**config.mk**
```make
export PLATFORM = sky130hd
export DESIGN_NAME = qei_host_ctrl_flat
export DESIGN_NICKNAME = d
export VERILOG_FILES = /design/src/rtl/qei_pkg.sv /design/src/rtl/qei_host_ctrl_if.sv /design/src/rtl/qei_sync2.sv /design/src/rtl/qei_host_ctrl.sv /design/src/flat_wrapper.sv
export SDC_FILE = /design/constraint.sdc
export NUM_CORES = 1
export LEC_CHECK = 0
export BUFFER_PORTS_ARGS = -buffer_cell sky130_fd_sc_hd__buf_4
export CELL_PAD_IN_SITES_DETAIL_PLACEMENT = 1
export CELL_PAD_IN_SITES_GLOBAL_PLACEMENT = 1
export CORE_UTILIZATION = 39
export DETAILED_ROUTE_END_ITERATION = 16
export PLACE_DENSITY_LB_ADDON = 0.25
export SETUP_SLACK_MARGIN = 0.05
export SLEW_MARGIN = 5
export SYNTH_ARGS = -nofsm -noshare
export SYNTH_HDL_FRONTEND = slang
export SYNTH_SLANG_ARGS = --single-unit
```
**constraint.sdc**
```tcl
create_clock -name clk -period 1.95 [get_ports clk]
set_input_delay 0.195 -clock clk [delete_from_list [all_inputs] [get_ports clk]]
set_output_delay 0.195 -clock clk [all_outputs]
set_load 0.01 [all_outputs]
```
**src/rtl/qei_pkg.sv**
```systemverilog
// qei_pkg: opcodes, FSM state encoding and STATUS byte bit positions shared by
// qei_host_ctrl and its bench.
package qei_pkg;
    localparam logic [7:0] OP_READ     = 8'h01;
    localparam logic [7:0] OP_CLEAR    = 8'h02;
    localparam logic [7:0] OP_PRELOAD  = 8'h03;
    localparam logic [7:0] OP_STATUS   = 8'h04;
    localparam logic [7:0] OP_ARM_HOME = 8'h05;
    typedef enum logic [1:0] {S_IDLE, S_SEND, S_RX, S_APPLY} state_t;
    localparam int ST_DIR   = 7;
    localparam int ST_ERR   = 6;
    localparam int ST_ARMED = 5;
endpackage

```
**src/rtl/qei_host_ctrl_if.sv**
```systemverilog
// qei_host_ctrl_if: host command and response byte streams, both valid/ready.
interface qei_host_ctrl_if;
    logic       cmd_valid;
    logic       cmd_ready;
    logic [7:0] cmd_data;
    logic       rsp_valid;
    logic       rsp_ready;
    logic [7:0] rsp_data;
    modport master (output cmd_valid, cmd_data, rsp_ready, input cmd_ready, rsp_valid, rsp_data);
    modport slave (input cmd_valid, cmd_data, rsp_ready, output cmd_ready, rsp_valid, rsp_data);
endinterface

```
**src/rtl/qei_sync2.sv**
```systemverilog
// qei_sync2: two-flop synchroniser for asynchronous encoder pins (index, A/B).
module qei_sync2 #(
    parameter int W = 1
) (
    input  logic         clk,
    input  logic         rst,
    input  logic [W-1:0] d,
    output logic [W-1:0] q
);
    logic [W-1:0] meta;
    always_ff @(posedge clk) begin
        if (rst) begin
            meta <= '0;
            q    <= '0;
        end else begin
            meta <= d;
            q    <= meta;
        end
    end
endmodule

```
**src/rtl/qei_host_ctrl.sv**
```systemverilog
// qei_host_ctrl: byte command/response sequencer for the QEI position counter.
// Define QEI_INDEX_HOME_EN to add ARM_HOME (clear the counter on the next index edge).
module qei_host_ctrl
    import qei_pkg::*;
#(
    parameter int CNT_W      = 16,
    parameter int RX_TIMEOUT = 255
) (
    input  logic             clk,
    input  logic             rst,
    qei_host_ctrl_if.slave   bus,
    input  logic [CNT_W-1:0] cnt_value,
    input  logic             cnt_dir,
    output logic             cnt_clr,
    output logic             cnt_load,
    output logic [CNT_W-1:0] cnt_load_val,
    output logic             busy,
    output logic             err,
    input  logic             index_in
);
    localparam int NB = CNT_W / 8;
    localparam int IW = NB > 1 ? $clog2(NB) : 1;
    localparam int TW = $clog2(RX_TIMEOUT + 1);
    state_t state, state_n;
    logic [CNT_W-1:0] snap, rx_buf;
    logic [CNT_W+7:0] rx_sh;
    logic [IW-1:0] idx, last_idx;
    logic [TW-1:0] tmo;
    logic [7:0] stat;
    logic is_stat, clr_q, armed, home_clr;
    logic cmd_acc, rsp_acc, idle_acc, do_read, do_stat, do_clr, do_pre, do_arm, bad_op;
    logic rx_acc, rx_last, tmo_hit, tx_last;
    assign bus.cmd_ready = !rst && (state == S_IDLE || state == S_RX);
    assign bus.rsp_valid = !rst && state == S_SEND;
    assign bus.rsp_data  = snap[7:0];
    assign busy          = state != S_IDLE;
    assign cnt_load      = !rst && state == S_APPLY;
    assign cnt_clr       = !rst && clr_q;
    always_comb begin
        state_n  = state;
        cmd_acc  = bus.cmd_valid && bus.cmd_ready;
        rsp_acc  = bus.rsp_valid && bus.rsp_ready;
        idle_acc = cmd_acc && state == S_IDLE;
        do_read  = idle_acc && bus.cmd_data == OP_READ;
        do_stat  = idle_acc && bus.cmd_data == OP_STATUS;
        do_clr   = idle_acc && bus.cmd_data == OP_CLEAR;
        do_pre   = idle_acc && bus.cmd_data == OP_PRELOAD;
        bad_op   = idle_acc && !(do_read || do_stat || do_clr || do_pre || do_arm);
        rx_acc   = cmd_acc && state == S_RX;
        rx_last  = rx_acc && idx == IW'(NB - 1);
        tmo_hit  = state == S_RX && !cmd_acc && tmo == TW'(RX_TIMEOUT);
        tx_last  = rsp_acc && idx == last_idx;
        rx_sh    = {bus.cmd_data, rx_buf};
        stat     = '0;
        stat[ST_DIR]   = cnt_dir;
        stat[ST_ERR]   = err;
        stat[ST_ARMED] = armed;
        case (state)
            S_IDLE:  state_n = (do_read || do_stat) ? S_SEND : do_pre ? S_RX : S_IDLE;
            S_SEND:  state_n = tx_last ? S_IDLE : S_SEND;
            S_RX:    state_n = rx_last ? S_APPLY : tmo_hit ? S_IDLE : S_RX;
            default: state_n = S_IDLE;
        endcase
    end
    always_ff @(posedge clk) begin
        if (rst) state <= S_IDLE;
        else state <= state_n;
    end
    // Responses shift out of snap LSB-first; payload bytes shift into rx_buf from the top.
    always_ff @(posedge clk) begin
        if (rst) begin
            snap         <= '0;
            rx_buf       <= '0;
            cnt_load_val <= '0;
            idx          <= '0;
            last_idx     <= '0;
            tmo          <= '0;
            is_stat      <= 1'b0;
            err          <= 1'b0;
            clr_q        <= 1'b0;
        end else begin
            if (do_read || do_stat) begin
                snap     <= do_read ? cnt_value : CNT_W'(stat);
                last_idx <= do_read ? IW'(NB - 1) : '0;
                is_stat  <= do_stat;
            end else if (rsp_acc) begin
                snap <= snap >> 8;
            end
            if (rx_acc) rx_buf <= rx_sh[CNT_W+7:8];
            if (rx_last) cnt_load_val <= rx_sh[CNT_W+7:8];
            idx   <= (state_n != state) ? '0 : (rsp_acc || rx_acc) ? idx + 1'b1 : idx;
            tmo   <= (state == S_RX && !cmd_acc) ? tmo + 1'b1 : '0;
            err   <= (bad_op || tmo_hit) ? 1'b1 : (is_stat && tx_last) ? 1'b0 : err;
            clr_q <= do_clr || home_clr;
        end
    end
`ifdef QEI_INDEX_HOME_EN
    logic idx_s, idx_q, idx_rise, home_pend, home_fire;
    qei_sync2 #(.W(1)) u_index_sync (.clk(clk), .rst(rst), .d(index_in), .q(idx_s));
    assign do_arm    = idle_acc && bus.cmd_data == OP_ARM_HOME;
    assign idx_rise  = idx_s && !idx_q;
    assign home_fire = (armed && idx_rise) || home_pend;
    // A home clear that would land on the load cycle is held back one cycle.
    assign home_clr  = home_fire && state_n != S_APPLY;
    always_ff @(posedge clk) begin
        if (rst) begin
            idx_q     <= 1'b0;
            armed     <= 1'b0;
            home_pend <= 1'b0;
        end else begin
            idx_q     <= idx_s;
            armed     <= do_arm || (armed && !idx_rise);
            home_pend <= home_fire && state_n == S_APPLY;
        end
    end
`else
    logic unused_index;
    assign unused_index = index_in;
    assign do_arm       = 1'b0;
    assign armed        = 1'b0;
    assign home_clr     = 1'b0;
`endif
endmodule

```
**src/flat_wrapper.sv**
```systemverilog
// flat-port wrapper written by rule: the top's interface ports become plain ports
module qei_host_ctrl_flat import qei_pkg::*;
#(
    parameter int CNT_W      = 16,
    parameter int RX_TIMEOUT = 255
)
  (clk, rst, cnt_value, cnt_dir, cnt_clr, cnt_load, cnt_load_val, busy, err, index_in, bus_cmd_valid, bus_cmd_data, bus_rsp_ready, bus_cmd_ready, bus_rsp_valid, bus_rsp_data);
  qei_host_ctrl_if bus_i ();
  input  logic clk;
  input  logic rst;
  input  logic [CNT_W-1:0] cnt_value;
  input  logic cnt_dir;
  output logic cnt_clr;
  output logic cnt_load;
  output logic [CNT_W-1:0] cnt_load_val;
  output logic busy;
  output logic err;
  input  logic index_in;
  input wire logic [$bits(bus_i.cmd_valid)-1:0] bus_cmd_valid;
  input wire logic [$bits(bus_i.cmd_data)-1:0] bus_cmd_data;
  input wire logic [$bits(bus_i.rsp_ready)-1:0] bus_rsp_ready;
  output wire logic [$bits(bus_i.cmd_ready)-1:0] bus_cmd_ready;
  output wire logic [$bits(bus_i.rsp_valid)-1:0] bus_rsp_valid;
  output wire logic [$bits(bus_i.rsp_data)-1:0] bus_rsp_data;
  assign bus_i.cmd_valid = bus_cmd_valid;
  assign bus_i.cmd_data = bus_cmd_data;
  assign bus_i.rsp_ready = bus_rsp_ready;
  assign bus_cmd_ready = bus_i.cmd_ready;
  assign bus_rsp_valid = bus_i.rsp_valid;
  assign bus_rsp_data = bus_i.rsp_data;
  qei_host_ctrl #(.CNT_W(CNT_W), .RX_TIMEOUT(RX_TIMEOUT)) u_core (.clk(clk), .rst(rst), .bus(bus_i), .cnt_value(cnt_value), .cnt_dir(cnt_dir), .cnt_clr(cnt_clr), .cnt_load(cnt_load), .cnt_load_val(cnt_load_val), .busy(busy), .err(err), .index_in(index_in));
endmodule
```
# Yosys cells after proc, flatten, opt, wreduce, memory -nomap -nowiden
# Cells that the tools add are included.
dict set report op_classes {
  add_sub_neg 2
  n_eq_ne 10
  mux 12
  bitwise_logic 1
  n_reduce_logical 33
}
# op count
set op_table {}
lappend op_table {{two-way mux 16 bit} 3}
lappend op_table {{logical AND 1 bit} 18}
lappend op_table {{equality test 8 x 2 -> 1 bit (second input constant)} 2}
lappend op_table {{adder 8 x 1 -> 8 bit (second input constant)} 1}
lappend op_table {{equality test 8 x 1 -> 1 bit (second input constant)} 1}
lappend op_table {{equality test 8 x 3 -> 1 bit (second input constant)} 1}
lappend op_table {{equality test 8 bit (second input constant)} 1}
lappend op_table {{two-way mux 2 bit} 4}
lappend op_table {{logical OR 1 bit} 6}
lappend op_table {{case mux 2 bit (3 select lines)} 1}
lappend op_table {{nonzero test 2 bit} 3}
lappend op_table {{equality test 2 bit (second input constant)} 2}
lappend op_table {{two-way mux 1 bit} 4}
lappend op_table {{OR reduction 2 bit} 2}
lappend op_table {{zero test 1 bit} 3}
lappend op_table {{equality test 2 x 1 -> 1 bit (second input constant)} 1}
lappend op_table {{zero test 2 bit} 1}
lappend op_table {{!= test 2 bit} 1}
lappend op_table {{adder 1 bit (second input constant)} 1}
lappend op_table {{equality test 1 bit} 1}
lappend op_table {{NOT 1 bit} 1}
dict set report word_totals {
  reg_bits 63
  output_inout_bits 30
  elab_cells 68
}

# Depth between registers and ports, before layout
dict set report logic_depth {
  depth_word 13
  ltp_mapped 7
  ltp_nobuf 5
}

# Least setup slack after synthesis
# No wires, ideal clock.
dict set report synth_path {
  path_type {flip-flop to flip-flop}
  startpoint {register u_core.state[1]}
  endpoint {register u_core.is_stat}
  setup_ns 0.128
  t_arrival_ns 1.416
  setup_slack_ns 0.407
  stages_incl_launch_ff 6
  n_path_buf 1
  cell_sequence {dfxtp_1 > buf_6 > or4b_4 > nor4_4 > o22a_2 > nor2_1}
}
dict set report synth_between {
  elab_chain_cells 7
  elab_cells_between_ends 9
}
# item line
set synth_rtl {}
lappend synth_rtl {{start, declared} qei_host_ctrl.sv:24} ;# state_t state, state_n;
lappend synth_rtl {{start signal, assigned} qei_host_ctrl.sv:67} ;# else state <= state_n;
lappend synth_rtl {{equality test 2 bit or zero test 2 bit (tied branches)} {qei_host_ctrl.sv:33, qei_host_ctrl.sv:43}}
lappend synth_rtl {{logical OR 1 bit} qei_host_ctrl.sv:33} ;# assign bus.cmd_ready = !rst && (state == S_IDLE || state == S_RX);
lappend synth_rtl {{logical AND 1 bit} qei_host_ctrl.sv:33}
lappend synth_rtl {{logical AND 1 bit} qei_host_ctrl.sv:41} ;# cmd_acc = bus.cmd_valid && bus.cmd_ready;
lappend synth_rtl {{logical AND 1 bit *} qei_host_ctrl.sv:43} ;# idle_acc = cmd_acc && state == S_IDLE;
lappend synth_rtl {{logical AND 1 bit (on tied branches)} {qei_host_ctrl.sv:44, qei_host_ctrl.sv:45}}
lappend synth_rtl {{logical OR 1 bit} qei_host_ctrl.sv:82} ;# if (do_read || do_stat) begin
lappend synth_rtl {{end signal, assigned} qei_host_ctrl.sv:85} ;# is_stat <= do_stat;
lappend synth_rtl {{end, declared} qei_host_ctrl.sv:30} ;# logic is_stat, clr_q, armed, home_clr;
# Every way passes the cells marked *; elsewhere a longest branch is shown, timed or not.
# A chain may end at the register's enable or synchronous reset.

# Worst setup path after layout
dict set report layout_path {
  startpoint {register u_core.state[1]}
  endpoint {register u_core.cnt_load_val[12]}
}
dict set report layout_between {
  elab_chain_cells 6
  elab_cells_between_ends 7
}
# item line
set layout_rtl {}
lappend layout_rtl {{equality test 2 bit or zero test 2 bit (tied branches)} {qei_host_ctrl.sv:33, qei_host_ctrl.sv:49}}
lappend layout_rtl {{logical OR 1 bit} qei_host_ctrl.sv:33}
lappend layout_rtl {{logical AND 1 bit} qei_host_ctrl.sv:33}
lappend layout_rtl {{logical AND 1 bit} qei_host_ctrl.sv:41}
lappend layout_rtl {{logical AND 1 bit *} qei_host_ctrl.sv:49} ;# rx_acc = cmd_acc && state == S_RX;
lappend layout_rtl {{logical AND 1 bit *} qei_host_ctrl.sv:50} ;# rx_last = rx_acc && idx == IW'(NB - 1);
lappend layout_rtl {{end signal, assigned} qei_host_ctrl.sv:90} ;# if (rx_last) cnt_load_val <= rx_sh[CNT_W+7:8];
lappend layout_rtl {{end, declared} qei_host_ctrl.sv:16} ;# output logic [CNT_W-1:0] cnt_load_val,
# Marks and branches as above.

==> key figures <==
Outcome
  • Run status: finished, final reports clean

STA
  • RSZ-0062 raised after global routing: no
  • Final min period: 1.721 ns
  • Worst clock skew: 0.005488 ns
  • Final worst setup slack: 0.2286 ns
  • Worst slew pin tran: 0.5581 ns
  • Achievable Freq: 580.9 MHz
  • Setup tns final: 0 ns
  • Setup violators final: 0
  • Endpoints failing hold: 0
  • Headroom to the max-slew limit: 62.63%
  • Final Max Slew Viols: 0
  • Final period utilization: 88.28%

Synthesis
  • Ys flop type: dfxtp_1
  • Synth warnings: 0
  • Post-synth EDFFs: 0
  • Yosys top cell by area: dfxtp_1
  • Post-Synthesis Net Count: 309
  • Top cell type's share of synthesized area: 44.69%
  • Post-synthesis async set-or-reset flop share: 0%
  • Cell variety after synth: 48
  • Post-synthesis cell area: 2464 µm²
  • Area contributors post-synth: dfxtp_1, nand2_1, a21oi_1, a22o_1, buf_4
  • Mean Syn Cell Area: 8.862 µm²
  • Synth Register Bits: 55
  • Post-synthesis cell count: 278
  • Sequential share of the synthesized area: 44.69%

Route
  • WL/cell: 14.46 µm
  • Initial DRT Pass Iterations: 4
  • DR iter-0 viols: 24
  • Routed vias/inst: 5.117
  • Post-route DRC: 0
  • Via count: 2,062
  • DRT Wirelength: 5.826 mm
  • Post-route ant nets: 0

Power and ir drop
  • Leakage: 0.001122 µW
  • Max VDD drop: 0.0003633 V
  • Power per standard cell area: 641.5 nW/µm²

Die
  • Area of the core: 5991 µm²
  • Starting Density: 41.12%
  • Die Y: 81.48 µm
  • DIE AREA: 6639 µm²
  • Die width: 81.48 µm
  • Number of placement rows: 28
  • Top Ports: 60

Clock network
  • CTS root buffer: clkbuf_8
  • CTS tree: yes
  • Post-CTS sizing: 0
  • Clock tree sinks: 55
  • Num CTS Buffers: 5
  • CTS max path bufs: 2
  • # Post-CTS Setup Buffers: 0
  • Worst-skew pair later-pin latency: 0.31 ns
  • H-Tree Depth: 2
  • Clock-pin transition on the worst setup and hold timing paths: 0.09 ns
  • Post-cts hold buffer count: 0

Global route
  • First-pass GRT wire length: 9.459 mm
  • GRT overflow: 0
  • Largest net degree at the start of global routing: 24
  • GRT Overall Usage: 18.79%
  • Vias in the first global route: 1,986
  • Antenna violations before repair: 0

Finish
  • Area of the multi-input gates: 1150 µm²
  • Area Overhead vs Synth: 20.06%
  • FF/Latch Area: 1101 µm²
  • Final #Nets: 359
  • Final instance area: 2958 µm²
  • Layout cells sized above 1: 27.74%
  • ANT cells: 0
  • Fillers: 729

Setup path
  • Reg2Reg Depth: 5
  • CP Data Arrival Time: 1.96 ns
  • Beginning of the critical path: u_core.state[1]
  • CP Max Fanout: 16
  • FF-to-FF End: u_core.cnt_load_val[12]
  • R2R Path Start: u_core.state[1]
  • Element type at the critical path start: flip-flop
  • Crit path to: u_core.cnt_load_val[12]
  • Critical path class: reg -> reg
  • Worst Path Required: 2.19 ns
  • CP endpoint kind: flip-flop
  • R2R setup slack: 0.23 ns

Placement
  • Global placer's final weighted congestion: 0.8130
  • Buffers on Ports: 58
  • Detailed Place HPWL: 4.242 mm
  • Pre-CTS WS: 0.2321 ns
  • Area after DPL: 2870 µm²

Flow run
  • Max cap viols: 0

Worst hold path
  • Hold Crit Class: in -> reg
-- how the worst min path moves through the flow --
stage                                  to           from  depth (start not counted)  slack (ns)
after floorplan           u_core.snap[10]  cnt_value[10]                          1        0.32
after CTS                 u_core.snap[12]  cnt_value[12]                          2        0.09
after global placement    u_core.snap[12]  cnt_value[12]                          2        0.41
final                     u_core.snap[12]  cnt_value[12]                          2         0.1
after global routing      u_core.snap[13]  cnt_value[13]                          2        0.09
after detailed placement  u_core.snap[15]  cnt_value[15]                          2        0.41
-- kinds of logic (layout without fill, tap and decap cells) --
family	after synthesis	count (layout)	synth area share (%)
and+or+nand+nor	125	125	26.31
AOI/OAI and AO/OA	57	57	15.74
DFF	55	55	44.69
buffers and inverters	29	79	8.633
xor gates and xnor gates	9	9	3.199
muxes	2	2	0.9141
adders and majority gates	1	1	0.5078
-- cell usage after synthesis (all sizes together) (2+ instances only) --
cell type / count
nor4: 3
xnor2: 5
nor2: 17
mux2: 2
nand4: 2
xor2: 4
and4: 2
a211oi: 2
a2bb2oi: 6
nor3: 3
a21oi: 27
dfxtp: 55
nand2: 62
o21ai: 4
a22oi: 2
or2: 3
inv: 4
nor3b: 2
buf: 19
clkbuf: 6
nand2b: 8
nand3: 11
a22o: 10
and4bb: 2
nor2b: 3
-- cell type report --
class | count | area share (%)
inverters | 4 | 0.5076
clock buffers | 6 | 2.792
well taps | 75 | 3.173
flip-flops and latches | 55 | 37.23
clock inverters | 1 | 0.1692
multi-input cells | 194 | 38.87
repair buffers | 68 | 17.26
-- registers in the layout, indices dropped and copies added (netlist names) --
signal,flops
u_core.cnt_load_val,16
u_core.snap,16
u_core.rx_buf,8
u_core.tmo,8
u_core.state,2
u_core.clr_q,1
u_core.err,1
u_core.idx,1
u_core.is_stat,1
u_core.last_idx,1
-- where the power goes --
| part | internal, µW | switching [µW] | leakage [µW] |
|---|---|---|---|
| combinational | 64.7 | 65.8 | 0.000632 |
| clock | 280 | 359 | 0.0000470 |
| sequential | 1130 | 3.11 | 0.000443 |
| total | 1470 | 428 | 0.00112 |
-- cells in the final DEF (no fill, tap or decap), drive strengths merged, types with 3 or more instances in the layout --
cell / count
a22o: 10
nand2b: 8
or2: 3
nor4: 3
nor3: 3
inv: 4
nor2b: 3
a21oi: 27
buf: 68
nand3: 11
xnor2: 5
o21ai: 4
nor2: 17
nand2: 62
xor2: 4
dfxtp: 55
clkbuf: 6
a2bb2oi: 6
-- metrics by stage --
step,cells,total power [µW],hold slack (ns),util [%]
4_1_cts,403,1922,0.08721,49.37
2_1_floorplan,278,1212,0.3207,-
5_1_grt,403,1967,0.08710,49.37
3_3_place_gp,396,1285,0.4069,47.91
3_5_place_dp,396,1286,0.4124,47.91
6_report,403,1897,0.09554,49.37
-- metal layers --
metal / global-route usage [%] / routed length [µm] / vias to the layer above
met5: 0 / 0 / -
met4: 7.500 / 40 / 0
met3: 3.333 / 175 / 2
met2: 32.42 / 2922 / 28
met1: 23.01 / 2688 / 989
li1: - / - / 1043
-- worst max-delay path, cell delays in order (launching register included) --
cell	delay [ns]
dfxtp_1	0.58
and4bb_2	0.46
and2_1	0.19
buf_4	0.21
nand2_1	0.08
a21oi_1	0.13
No activity file was read; power rests on OpenSTA's default activity.
